### src/rtl/light_pkg.sv
// Shared state and lamp codes for the traffic-light sequencer.
package light_pkg;

  localparam int unsigned StateW = 3;
  localparam int unsigned LampW  = 2;

  typedef enum logic [StateW-1:0] {
    StAg = 3'd0,
    StAy = 3'd1,
    StAr = 3'd2,
    StBg = 3'd3,
    StBy = 3'd4,
    StBr = 3'd5,
    StPw = 3'd6
  } state_t;

  typedef enum logic [LampW-1:0] {
    LampG = 2'b00,
    LampY = 2'b01,
    LampR = 2'b10
  } lamp_t;

endpackage

### src/rtl/light_seq_ctrl_if.sv
// Sensor/lamp bundle of the sequencer; slave is the controller, master drives the sensors.
interface light_seq_ctrl_if;
  import light_pkg::*;

  logic              TA;
  logic              TB;
  logic              PED_REQ;
  logic              PED_ACK;
  logic              WALK;
  logic [LampW-1:0]  LA;
  logic [LampW-1:0]  LB;
  logic [StateW-1:0] STATE;

  modport master (
    output TA, TB, PED_REQ,
    input  PED_ACK, WALK, LA, LB, STATE
  );

  modport slave (
    input  TA, TB, PED_REQ,
    output PED_ACK, WALK, LA, LB, STATE
  );

endinterface

### src/rtl/light_timer.sv
// Phase timer: synchronous clear, saturating increment, asynchronous reset.
module light_timer #(
  parameter int unsigned TW = 8
) (
  input  logic          CLK,
  input  logic          RESETB,
  input  logic          clr,
  output logic [TW-1:0] cnt
);
  import light_pkg::*;

  logic [TW-1:0] cnt_q, cnt_d;

  always_comb begin
    cnt_d = cnt_q;
    if (clr) begin
      cnt_d = '0;
    end else if (cnt_q != '1) begin
      cnt_d = cnt_q + 1'b1;
    end
  end

  always_ff @(posedge CLK or negedge RESETB) begin
    if (!RESETB) begin
      cnt_q <= '0;
    end else begin
      cnt_q <= cnt_d;
    end
  end

  assign cnt = cnt_q;

endmodule

### src/rtl/light_seq_ctrl.sv
// Two-street traffic-light sequencer with optional pedestrian walk phase.
// Pedestrian phase and handshake are built only when LIGHT_PED_EN is defined.
module light_seq_ctrl
  import light_pkg::*;
#(
  parameter int unsigned TW        = 8,
  parameter int unsigned GREEN_MIN = 8,
  parameter int unsigned YELLOW_T  = 3,
  parameter int unsigned ALLRED_T  = 1,
  parameter int unsigned PED_T     = 6
) (
  input  logic             CLK,
  input  logic             RESETB,
  light_seq_ctrl_if.slave  lsc
);

  localparam logic [TW-1:0] GreenLast  = TW'(GREEN_MIN - 1);
  localparam logic [TW-1:0] YellowLast = TW'(YELLOW_T - 1);
  localparam logic [TW-1:0] AllredLast = TW'(ALLRED_T - 1);
  localparam logic [TW-1:0] PedLast    = TW'(PED_T - 1);

  state_t        state_q, state_d;
  logic          next_b_q, next_b_d;
  logic [TW-1:0] timer_q;
  logic          ped_pending;

  light_timer #(
    .TW (TW)
  ) u_timer (
    .CLK    (CLK),
    .RESETB (RESETB),
    .clr    (state_d != state_q),
    .cnt    (timer_q)
  );

  always_comb begin
    state_d  = state_q;
    next_b_d = next_b_q;
    unique case (state_q)
      StAg: if (timer_q >= GreenLast && (!lsc.TA || ped_pending)) state_d = StAy;
      StAy: if (timer_q == YellowLast) state_d = StAr;
      StAr: begin
        if (timer_q == AllredLast) begin
          if (ped_pending) begin
            state_d  = StPw;
            next_b_d = 1'b1;
          end else begin
            state_d  = StBg;
          end
        end
      end
      StBg: if (timer_q >= GreenLast && (!lsc.TB || ped_pending)) state_d = StBy;
      StBy: if (timer_q == YellowLast) state_d = StBr;
      StBr: begin
        if (timer_q == AllredLast) begin
          if (ped_pending) begin
            state_d  = StPw;
            next_b_d = 1'b0;
          end else begin
            state_d  = StAg;
          end
        end
      end
      StPw: if (timer_q == PedLast) state_d = next_b_q ? StBg : StAg;
      default: state_d = StAg;
    endcase
  end

  always_ff @(posedge CLK or negedge RESETB) begin
    if (!RESETB) begin
      state_q  <= StAg;
      next_b_q <= 1'b0;
    end else begin
      state_q  <= state_d;
      next_b_q <= next_b_d;
    end
  end

`ifdef LIGHT_PED_EN
  logic ped_pending_q, ped_pending_d;

  // Clearing on the transition into PW wins; a request made during PW re-arms.
  always_comb begin
    ped_pending_d = ped_pending_q;
    if (lsc.PED_REQ) ped_pending_d = 1'b1;
    if (state_q != StPw && state_d == StPw) ped_pending_d = 1'b0;
  end

  always_ff @(posedge CLK or negedge RESETB) begin
    if (!RESETB) begin
      ped_pending_q <= 1'b0;
    end else begin
      ped_pending_q <= ped_pending_d;
    end
  end

  assign ped_pending = ped_pending_q;
  assign lsc.WALK    = (state_q == StPw);
  assign lsc.PED_ACK = (state_q == StPw) && (timer_q == '0);
`else
  logic unused_ped_req;

  assign unused_ped_req = lsc.PED_REQ;
  assign ped_pending    = 1'b0;
  assign lsc.WALK       = 1'b0;
  assign lsc.PED_ACK    = 1'b0;
`endif

  always_comb begin
    lsc.LA = LampR;
    lsc.LB = LampR;
    unique case (state_q)
      StAg:    lsc.LA = LampG;
      StAy:    lsc.LA = LampY;
      StBg:    lsc.LB = LampG;
      StBy:    lsc.LB = LampY;
      default: begin
        lsc.LA = LampR;
        lsc.LB = LampR;
      end
    endcase
  end

  assign lsc.STATE = state_q;

endmodule

### src/flat_wrapper.sv
// flat-port wrapper written by rule: the top's interface ports become plain ports
module light_seq_ctrl_flat import light_pkg::*;
#(
  parameter int unsigned TW        = 8,
  parameter int unsigned GREEN_MIN = 8,
  parameter int unsigned YELLOW_T  = 3,
  parameter int unsigned ALLRED_T  = 1,
  parameter int unsigned PED_T     = 6
)
  (CLK, RESETB, lsc_TA, lsc_TB, lsc_PED_REQ, lsc_PED_ACK, lsc_WALK, lsc_LA, lsc_LB, lsc_STATE);
  light_seq_ctrl_if lsc_i ();
  input  logic CLK;
  input  logic RESETB;
  input wire logic [$bits(lsc_i.TA)-1:0] lsc_TA;
  input wire logic [$bits(lsc_i.TB)-1:0] lsc_TB;
  input wire logic [$bits(lsc_i.PED_REQ)-1:0] lsc_PED_REQ;
  output wire logic [$bits(lsc_i.PED_ACK)-1:0] lsc_PED_ACK;
  output wire logic [$bits(lsc_i.WALK)-1:0] lsc_WALK;
  output wire logic [$bits(lsc_i.LA)-1:0] lsc_LA;
  output wire logic [$bits(lsc_i.LB)-1:0] lsc_LB;
  output wire logic [$bits(lsc_i.STATE)-1:0] lsc_STATE;
  assign lsc_i.TA = lsc_TA;
  assign lsc_i.TB = lsc_TB;
  assign lsc_i.PED_REQ = lsc_PED_REQ;
  assign lsc_PED_ACK = lsc_i.PED_ACK;
  assign lsc_WALK = lsc_i.WALK;
  assign lsc_LA = lsc_i.LA;
  assign lsc_LB = lsc_i.LB;
  assign lsc_STATE = lsc_i.STATE;
  light_seq_ctrl #(.TW(TW), .GREEN_MIN(GREEN_MIN), .YELLOW_T(YELLOW_T), .ALLRED_T(ALLRED_T), .PED_T(PED_T)) u_core (.CLK(CLK), .RESETB(RESETB), .lsc(lsc_i));
endmodule
### config.mk
export PLATFORM = sky130hd
export DESIGN_NAME = light_seq_ctrl_flat
export DESIGN_NICKNAME = d
export VERILOG_FILES = /design/src/rtl/light_pkg.sv /design/src/rtl/light_seq_ctrl_if.sv /design/src/rtl/light_timer.sv /design/src/rtl/light_seq_ctrl.sv /design/src/flat_wrapper.sv
export SDC_FILE = /design/constraint.sdc
export NUM_CORES = 1
export LEC_CHECK = 0
export ABC_AREA = 1
export BUFFER_PORTS_ARGS = -buffer_cell sky130_fd_sc_hd__buf_4
export CAP_MARGIN = 20
export CORE_MARGIN = 2
export CORE_UTILIZATION = 48
export CTS_BUF_LIST = sky130_fd_sc_hd__clkbuf_8 sky130_fd_sc_hd__clkbuf_16
export DETAILED_ROUTE_END_ITERATION = 16
export GPL_TIMING_DRIVEN = 0
export PLACE_DENSITY = 0.83
export SYNTH_ARGS = -nofsm -noshare
export SYNTH_HDL_FRONTEND = slang
export SYNTH_SLANG_ARGS = --single-unit
### constraint.sdc
create_clock -name CLK -period 1.4 [get_ports CLK]
set_input_delay 0.21 -clock CLK [delete_from_list [all_inputs] [get_ports CLK]]
set_output_delay 0.21 -clock CLK [all_outputs]
set_load 0.01 [all_outputs]
==> key figures, run 1 <==
Finish
  • Final net count: approximately 160
  • Final cell count without fillers: roughly 160
  • Fillcell total: ~100
  • Share of cells above drive strength 1: 49.7%
  • Synth-to-Final Area Change: 47.3%
  • Register Area: 280 µm²
  • Area of the multi-input gates: just under 600 µm²
  • Fin util: between 70% and 80%
  • Antenna diode count: 0

Pwr
  • Clock Power Share: a little over an eighth
  • Leakage power: 0.609 nW
  • Net switching power: roughly 0.001 W
  • Peak VDD IR: roughly 1200 µV
  • Comb pwr share: a little over three fifths
  • Sequential share of power: 23.7%
  • P_int: roughly 0.0013 W
  • Switch share: about 44%
  • PD cells: between 1500 and 2000 mW/mm²

Floorplan
  • Io pins: 14
  • Core Rows: 14
  • Die Area: around 0.002 mm²
  • Die width: between 40 and 50 µm
  • Initial core utilization: roughly 53%
  • Die H: ~45 µm
  • Core Region: around 0.0015 mm²

Synth
  • Synth Register Bits: 11
  • Post-synthesis cell count: 118
  • Largest area contributor in the netlist: dfrtp_1
  • Yosys cell types: 23
  • Netlist Area Pre-Place: 815 µm²
  • Synth top area share: 33.8%
  • Synth Area per Inst: between 6 and 7 µm²
  • Yosys warnings: 0
  • Sequential element share of the synthesized area: between 30 and 40%
  • Ranking of synthesized cells by area: dfrtp_1, nand2_1, nor2_1

GRT
  • Global-route wire length before repair: 2850 µm
  • Vias in the first global route: roughly 700
  • Largest net degree at the start of global routing: 12
  • Overflow after GRT: 0
  • GRT Total Usage: 19.5%
  • Initial antenna violation count: 0

Clock network
  • Max clock buf depth: 2
  • TritonCTS Sinks: 11
  • TritonCTS clock tree: built
  • CTS Root Cell: clkbuf_8
  • CTS H-tree lvls: 1
  • Clk_lat worst skew: roughly 240 ps
  • Clock transition at path regs: roughly 50 ps
  • Inserted Clock Buffers: 3

Place
  • Post-place setup slack: -256 ps
  • Cells after DPL: 145
  • Detailed Place HPWL: roughly 1200 µm
  • Placer Congestion: 0.916
  • Port Buf Inserts: 10

Setup path
  • Crit start category: flip-flop
  • CP max stage cell: dfrtp_2
  • CP endpoint kind: flip-flop
  • WP data required: 1520 ps
  • Largest fanout on the critical path: 8
  • End of the worst register-to-register path: u_core.u_timer.cnt[0]
  • WP buf/inv: 1
  • Internal reg-to-reg setup slack: -280 ps
  • Worst reg2reg path startpoint: u_core.u_timer.cnt[1]
  • Data arrival time of the worst path: ~1800 ps
  • Worst Setup Path Type: flip-flop to flip-flop
  • Worst reg-to-reg path cell count: 9
  • CP cell instances: inv_2 -> ha_1 -> nand3_1 -> o21ai_1 -> nand2_1 -> nor2_1 -> o21ai_2 -> nand3_4 -> nor2_1
  • Biggest cell delay along the critical path: 450 ps
  • Top delay family on crit path: simple AND/OR/NAND/NOR gates
  • CP dominant cell by count: nor2_1

Timing
  • Fmax: about 600 MHz
  • Crit path time final: 1680 ps
  • Period utilization: 120%
  • Unrepaired setup endpoints after global routing: true
  • Final Hold Fails: 0
  • Setup ws final: -279 ps
  • Final max-slew violation count: 0
  • Clock Skews: ~5.2 ps
  • Final setup violation count: 11

Hold path
  • Hold path depth: 4
  • Hold crit path type: input pin to flip-flop
  • Hold path startpoint: lsc_TB
  • Worst hold endpoint: u_core.lsc.STATE[1]

Detailed routing
  • Initial DRC count: 17
  • Total routed wirelength: 1960 µm
  • Via count: 836
  • Drt drc: 0
  • Pre-antenna DRT Iters: 4
  • Post-DRT Antenna Nets: 0
  • Via-to-Cell Ratio: 5.19
  • Wirelength per Cell: around 12 µm

Status
  • Failing checks: negative setup slack
  • Outcome: complete, but fails checks

Run
  • Max-capacitance violation count: 0
==> layer usage <==
layer | track usage [%] | vias to the layer above | share of wire, %
met5 | 0 | - | 0
met4 | 7.65 | 0 | 1.4
met3 | 6.40 | 5 | 5.1
met2 | 32.9 | 24 | 53
met1 | 22.7 | 387 | 41
li1 | - | 420 | -
==> cell type report <==
class	instances	area share (%)
clock inverter	1	0.313
sequential	11	23.4
clock buffer	3	3.44
tap	16	1.67
timing repair buffer	22	14.6
inverter	19	6.15
multi-input combinational	86	48.3
buffer	3	2.19
==> logic make-up after synthesis <==
logic type	synth area share [%]
other cells	0.460
flops	33.8
compound gates	8.14
buf+inv	12.0
fa+ha+maj	6.14
simple gates	37.3
xor+xnor	2.15
==> power groups by stage <==
stage               clock [W]  sequential, W  combinational (W)
floorplan                   0       0.000496           0.000652
global placement            0       0.000494           0.000917
detailed placement          0       0.000498           0.000927
CTS                  0.000323       0.000496            0.00112
global route         0.000336       0.000551            0.00159
finish               0.000311       0.000540            0.00143
==> layout by cell type (no fill, tap or decap), types with 4 or more instances in the layout <==
cell / instances
inv_1: 14
nor3_1: 5
nor2_2: 11
inv_2: 5
dfrtp_2: 4
buf_4: 21
dfrtp_1: 7
nand2_2: 9
nand2_1: 15
nor2_1: 10
nand3_1: 8
==> worst max path at each step <==
stage / from / endpoint / slack [ps] / depth (start not counted)
floorplan: u_core.u_timer.cnt[0] / u_core.u_timer.cnt[0] / -70 / 8
global placement: u_core.u_timer.cnt[0] / u_core.u_timer.cnt[0] / -250 / 8
global route: u_core.u_timer.cnt[1] / u_core.u_timer.cnt[1] / -400 / 9
detailed placement: u_core.u_timer.cnt[0] / u_core.u_timer.cnt[2] / -260 / 8
CTS: u_core.u_timer.cnt[1] / u_core.u_timer.cnt[0] / -190 / 10
finish: u_core.u_timer.cnt[1] / u_core.u_timer.cnt[0] / -280 / 9
==> repair_timing <==
action / 4_1_cts / 5_1_grt
hold endpoints to repair: 11 / 0
hold buffers: 1 / 0
resized for setup: 12 / 36
pin swaps: 8 / 14
setup endpoints to repair: 10 / 13
setup buffers: 5 / 6
==> tightest hold or removal path, delay by kind of cell <==
family	cells	cell delay, ps
compound gates	1	120
simple gates	2	120
buf+inv	1	80
==> registers in the layout, indices dropped and copies added, names as in the netlist <==
| name | cells |
|---|---|
| u_core.lsc.STATE | 3 |
| u_core.u_timer.cnt | 8 |
==> stage by stage <==
stage	total power [W]	setup TNS (ps)	area [µm²]	hold WS (ps)
after global placement	0.00141	-1990	916	50.1
after detailed placement	0.00143	-2000	916	51.6
after global routing	0.00247	-3710	1200	342
final	0.00228	-2440	1200	331
after CTS	0.00194	-1570	1030	323
after floorplan	0.00115	-570	821	-85.6
==> Yosys cell counts (all sizes together) <==
master,number
nand2,27
nor2,24
inv,19
dfrtp,11
nand3,9
o21ai,7
nor3,5
ha,4
buf,3
a21oi,2
nand4,2
xor2,2
a31oi,1
conb,1
o21bai,1
(Power assumes the default switching activity.)
==> inputs of run 2 (changes only) <==
--- a/config.mk
+++ b/config.mk
@@ -5,7 +5,7 @@
 export SDC_FILE = /design/constraint.sdc
 export NUM_CORES = 1
 export LEC_CHECK = 0
-export ABC_AREA = 1
+export ABC_AREA = 0
 export BUFFER_PORTS_ARGS = -buffer_cell sky130_fd_sc_hd__buf_4
 export CAP_MARGIN = 20
 export CORE_MARGIN = 2
@@ -14,6 +14,7 @@
 export DETAILED_ROUTE_END_ITERATION = 16
 export GPL_TIMING_DRIVEN = 0
 export PLACE_DENSITY = 0.83
+export REMOVE_ABC_BUFFERS = 1
 export SYNTH_ARGS = -nofsm -noshare
 export SYNTH_HDL_FRONTEND = slang
 export SYNTH_SLANG_ARGS = --single-unit
==> key figures, run 2 <==
Clock network
  • TritonCTS clock tree: built
  • Clk_lat worst skew: roughly 250 ps
  • CTS Root Cell: clkbuf_8
  • Inserted Clock Buffers: 3
  • Clock transition at path regs: 60 ps
  • TritonCTS Sinks: 11
  • CTS H-tree lvls: 1
  • Max clock buf depth: 2

Setup path
  • Crit start category: flip-flop
  • CP endpoint kind: flip-flop
  • Data arrival time of the worst path: 1960 ps
  • Biggest cell delay along the critical path: between 400 and 500 ps
  • Largest fanout on the critical path: 8
  • CP cell instances: buf_4 -> ha_1 -> a41o_1 -> a22oi_2 -> o221ai_4 -> a211oi_2
  • Worst Setup Path Type: flip-flop to flip-flop
  • CP max stage cell: dfrtp_2
  • WP data required: approximately 1600 ps

Place
  • Detailed Place HPWL: around 1300 µm
  • Placed cell areas: 896 µm²
  • Placer Congestion: around 0.80
  • Port Buf Inserts: 10

Synth
  • Synth Flop Type: dfrtp_1
  • Most frequent cell after synthesis: dfrtp_1
  • Yosys warnings: 0
  • Sequential element share of the synthesized area: between 30% and 40%
  • Largest area contributor in the netlist: dfrtp_1
  • Share of async-settable or async-resettable flops after synthesis: 100%
  • Synth Area per Inst: roughly 9.5 µm²
  • Netlist Area Pre-Place: between 800 and 900 µm²
  • Synth top area share: between 30% and 40%
  • Post-synthesis cell count: slightly below 90
  • Synth Register Bits: 11
  • Ranking of synthesized cells by area: dfrtp_1, ha_1, nor2_1
  • Yosys cell types: 37
  • Number of flops mapped to enable cells by yosys: 0
  • Top cells by count, synth: dfrtp_1, nor2_1, inv_1, a21oi_1, nand4_1

Detailed routing
  • Via count: 800
  • Pre-antenna DRT Iters: 4
  • Initial DRC count: 28
  • Wirelength per Cell: 18.9 µm
  • Drt drc: 0
  • Via-to-Cell Ratio: between 6 and 7
  • Post-DRT Antenna Nets: 0
  • Total routed wirelength: around 2400 µm

Timing
  • Setup ws final: -406 ps
  • Clock Skews: slightly below 7 ps
  • Final Hold Fails: 0
  • Period utilization: 129%
  • Unrepaired setup endpoints after global routing: true
  • Fmax: around 550 MHz
  • TNS Setup: -3450 ps
  • Final setup violation count: 12
  • Crit path time final: around 1800 ps
  • Final max-slew violation count: 0

Finish
  • Share of cells above drive strength 1: 49.5%
  • Max reg flops: 8
  • Register Area: around 280 µm²
  • Finished Cell Area: 0.00114 mm²
  • Antenna diode count: 0
  • Fillcell total: between 90 and 100
  • Leading cell type in the layout, fill and taps excluded: buf_4
  • Synth-to-Final Area Change: 38.0%
  • Area of the multi-input gates: around 610 µm²
  • Commonest non-fill, non-tap cells in the layout: buf_4, nor2_1, dfrtp_1
  • Final net count: roughly 120
  • Fin util: around three quarters

GRT
  • Overflow after GRT: 0
  • Global-route wire length before repair: 3460 µm
  • GRT Total Usage: 23.8%
  • Vias in the first global route: 734
  • Initial antenna violation count: 0
  • Largest net degree at the start of global routing: 14

Hold path
  • Hold crit path type: input pin to async pin

Pwr
  • Leakage power: approximately 0.48 nW
  • Tot Pwr: roughly 0.0025 W
  • PD cells: ~2200 mW/mm²
  • Peak VDD IR: 1710 µV

Status
  • Outcome: complete, but fails checks
  • Failing checks: negative setup slack

Run
  • Max-capacitance violation count: 0

Floorplan
  • Die H: ~46 µm
  • Core Rows: 14
  • Die width: roughly 46 µm
  • Die Area: approximately 0.0021 mm²
  • Io pins: 14
  • Initial core utilization: a little over half
  • Core Region: about 0.0016 mm²
## run 2: where the power goes
group          switching (W)  leakage, nW  internal (W)
clock network       0.000136       0.0269      0.000194
logic               0.000782        0.320      0.000734
registers           0.000243        0.138      0.000437
## run 2: repair_timing
action                     4_1_cts  5_1_grt
resized for setup               12       17
setup endpoints to repair       15       14
setup buffers                    5        6
hold buffers                     1        0
pin swaps                        8        6
hold endpoints to repair        11        0
## run 2: final cells by class
type | instances | area share (%)
multi-input cells | 66 | 53.2
flip-flops and latches | 11 | 24.7
repair buffers | 22 | 14.5
clock buffers | 3 | 3.62
inverters | 6 | 1.97
well taps | 16 | 1.75
clock inverters | 1 | 0.329
## run 2: routing by layer
layer	global-route usage, %	wire length (µm)	vias to the layer above
met4	10.0	62	0
met3	5.16	158	11
met2	38.6	1150	43
met5	0	0	-
met1	30.4	984	392
li1	-	-	354
## run 2: critical path: cells and delay by family, from the launching register on
kind,cells,cell delay [ps]
buffers and inverters,1,150
DFF,1,450
AOI/OAI and AO/OA,4,920
adders and majority gates,1,190
## run 2: cells by family (layout without fill, tap and decap cells)
| logic type | count (synthesis) | in the layout | synth area share (%) |
|---|---|---|---|
| simple gates | 36 | 36 | 26.6 |
| compound gates | 20 | 20 | 23.0 |
| flops | 11 | 11 | 33.3 |
| buf+inv | 11 | 32 | 6.35 |
| fa+ha+maj | 4 | 4 | 6.05 |
| xor+xnor | 4 | 4 | 4.24 |
| other cells | 1 | 2 | 0.453 |
## run 2: metrics by stage
stage / std cells / setup WS, ps / hold slack [ps]
after CTS: 119 / -421 / 329
after global routing: 125 / -470 / 370
after floorplan: 83 / -289 / -85.6
final: 125 / -406 / 338
after detailed placement: 109 / -518 / 54.6
after global placement: 109 / -506 / 51.6
## run 2: worst paths after layout
path / start / end / slack, ps / cells after the start
worst max register to register: u_core.u_timer.cnt[0] / u_core.u_timer.cnt[6] / -410 / 6
min in group CLK: lsc_TB / u_core.lsc.STATE[2] / 340 / 4
worst min-delay path: RESETB / u_core.u_timer.cnt[5] / 340 / 2
worst max-delay path: u_core.u_timer.cnt[0] / u_core.u_timer.cnt[6] / -410 / 6
worst min register to register: u_core.u_timer.cnt[6] / u_core.u_timer.cnt[6] / 630 / 2
max in group asynchronous: RESETB / u_core.u_timer.cnt[1] / 880 / 2
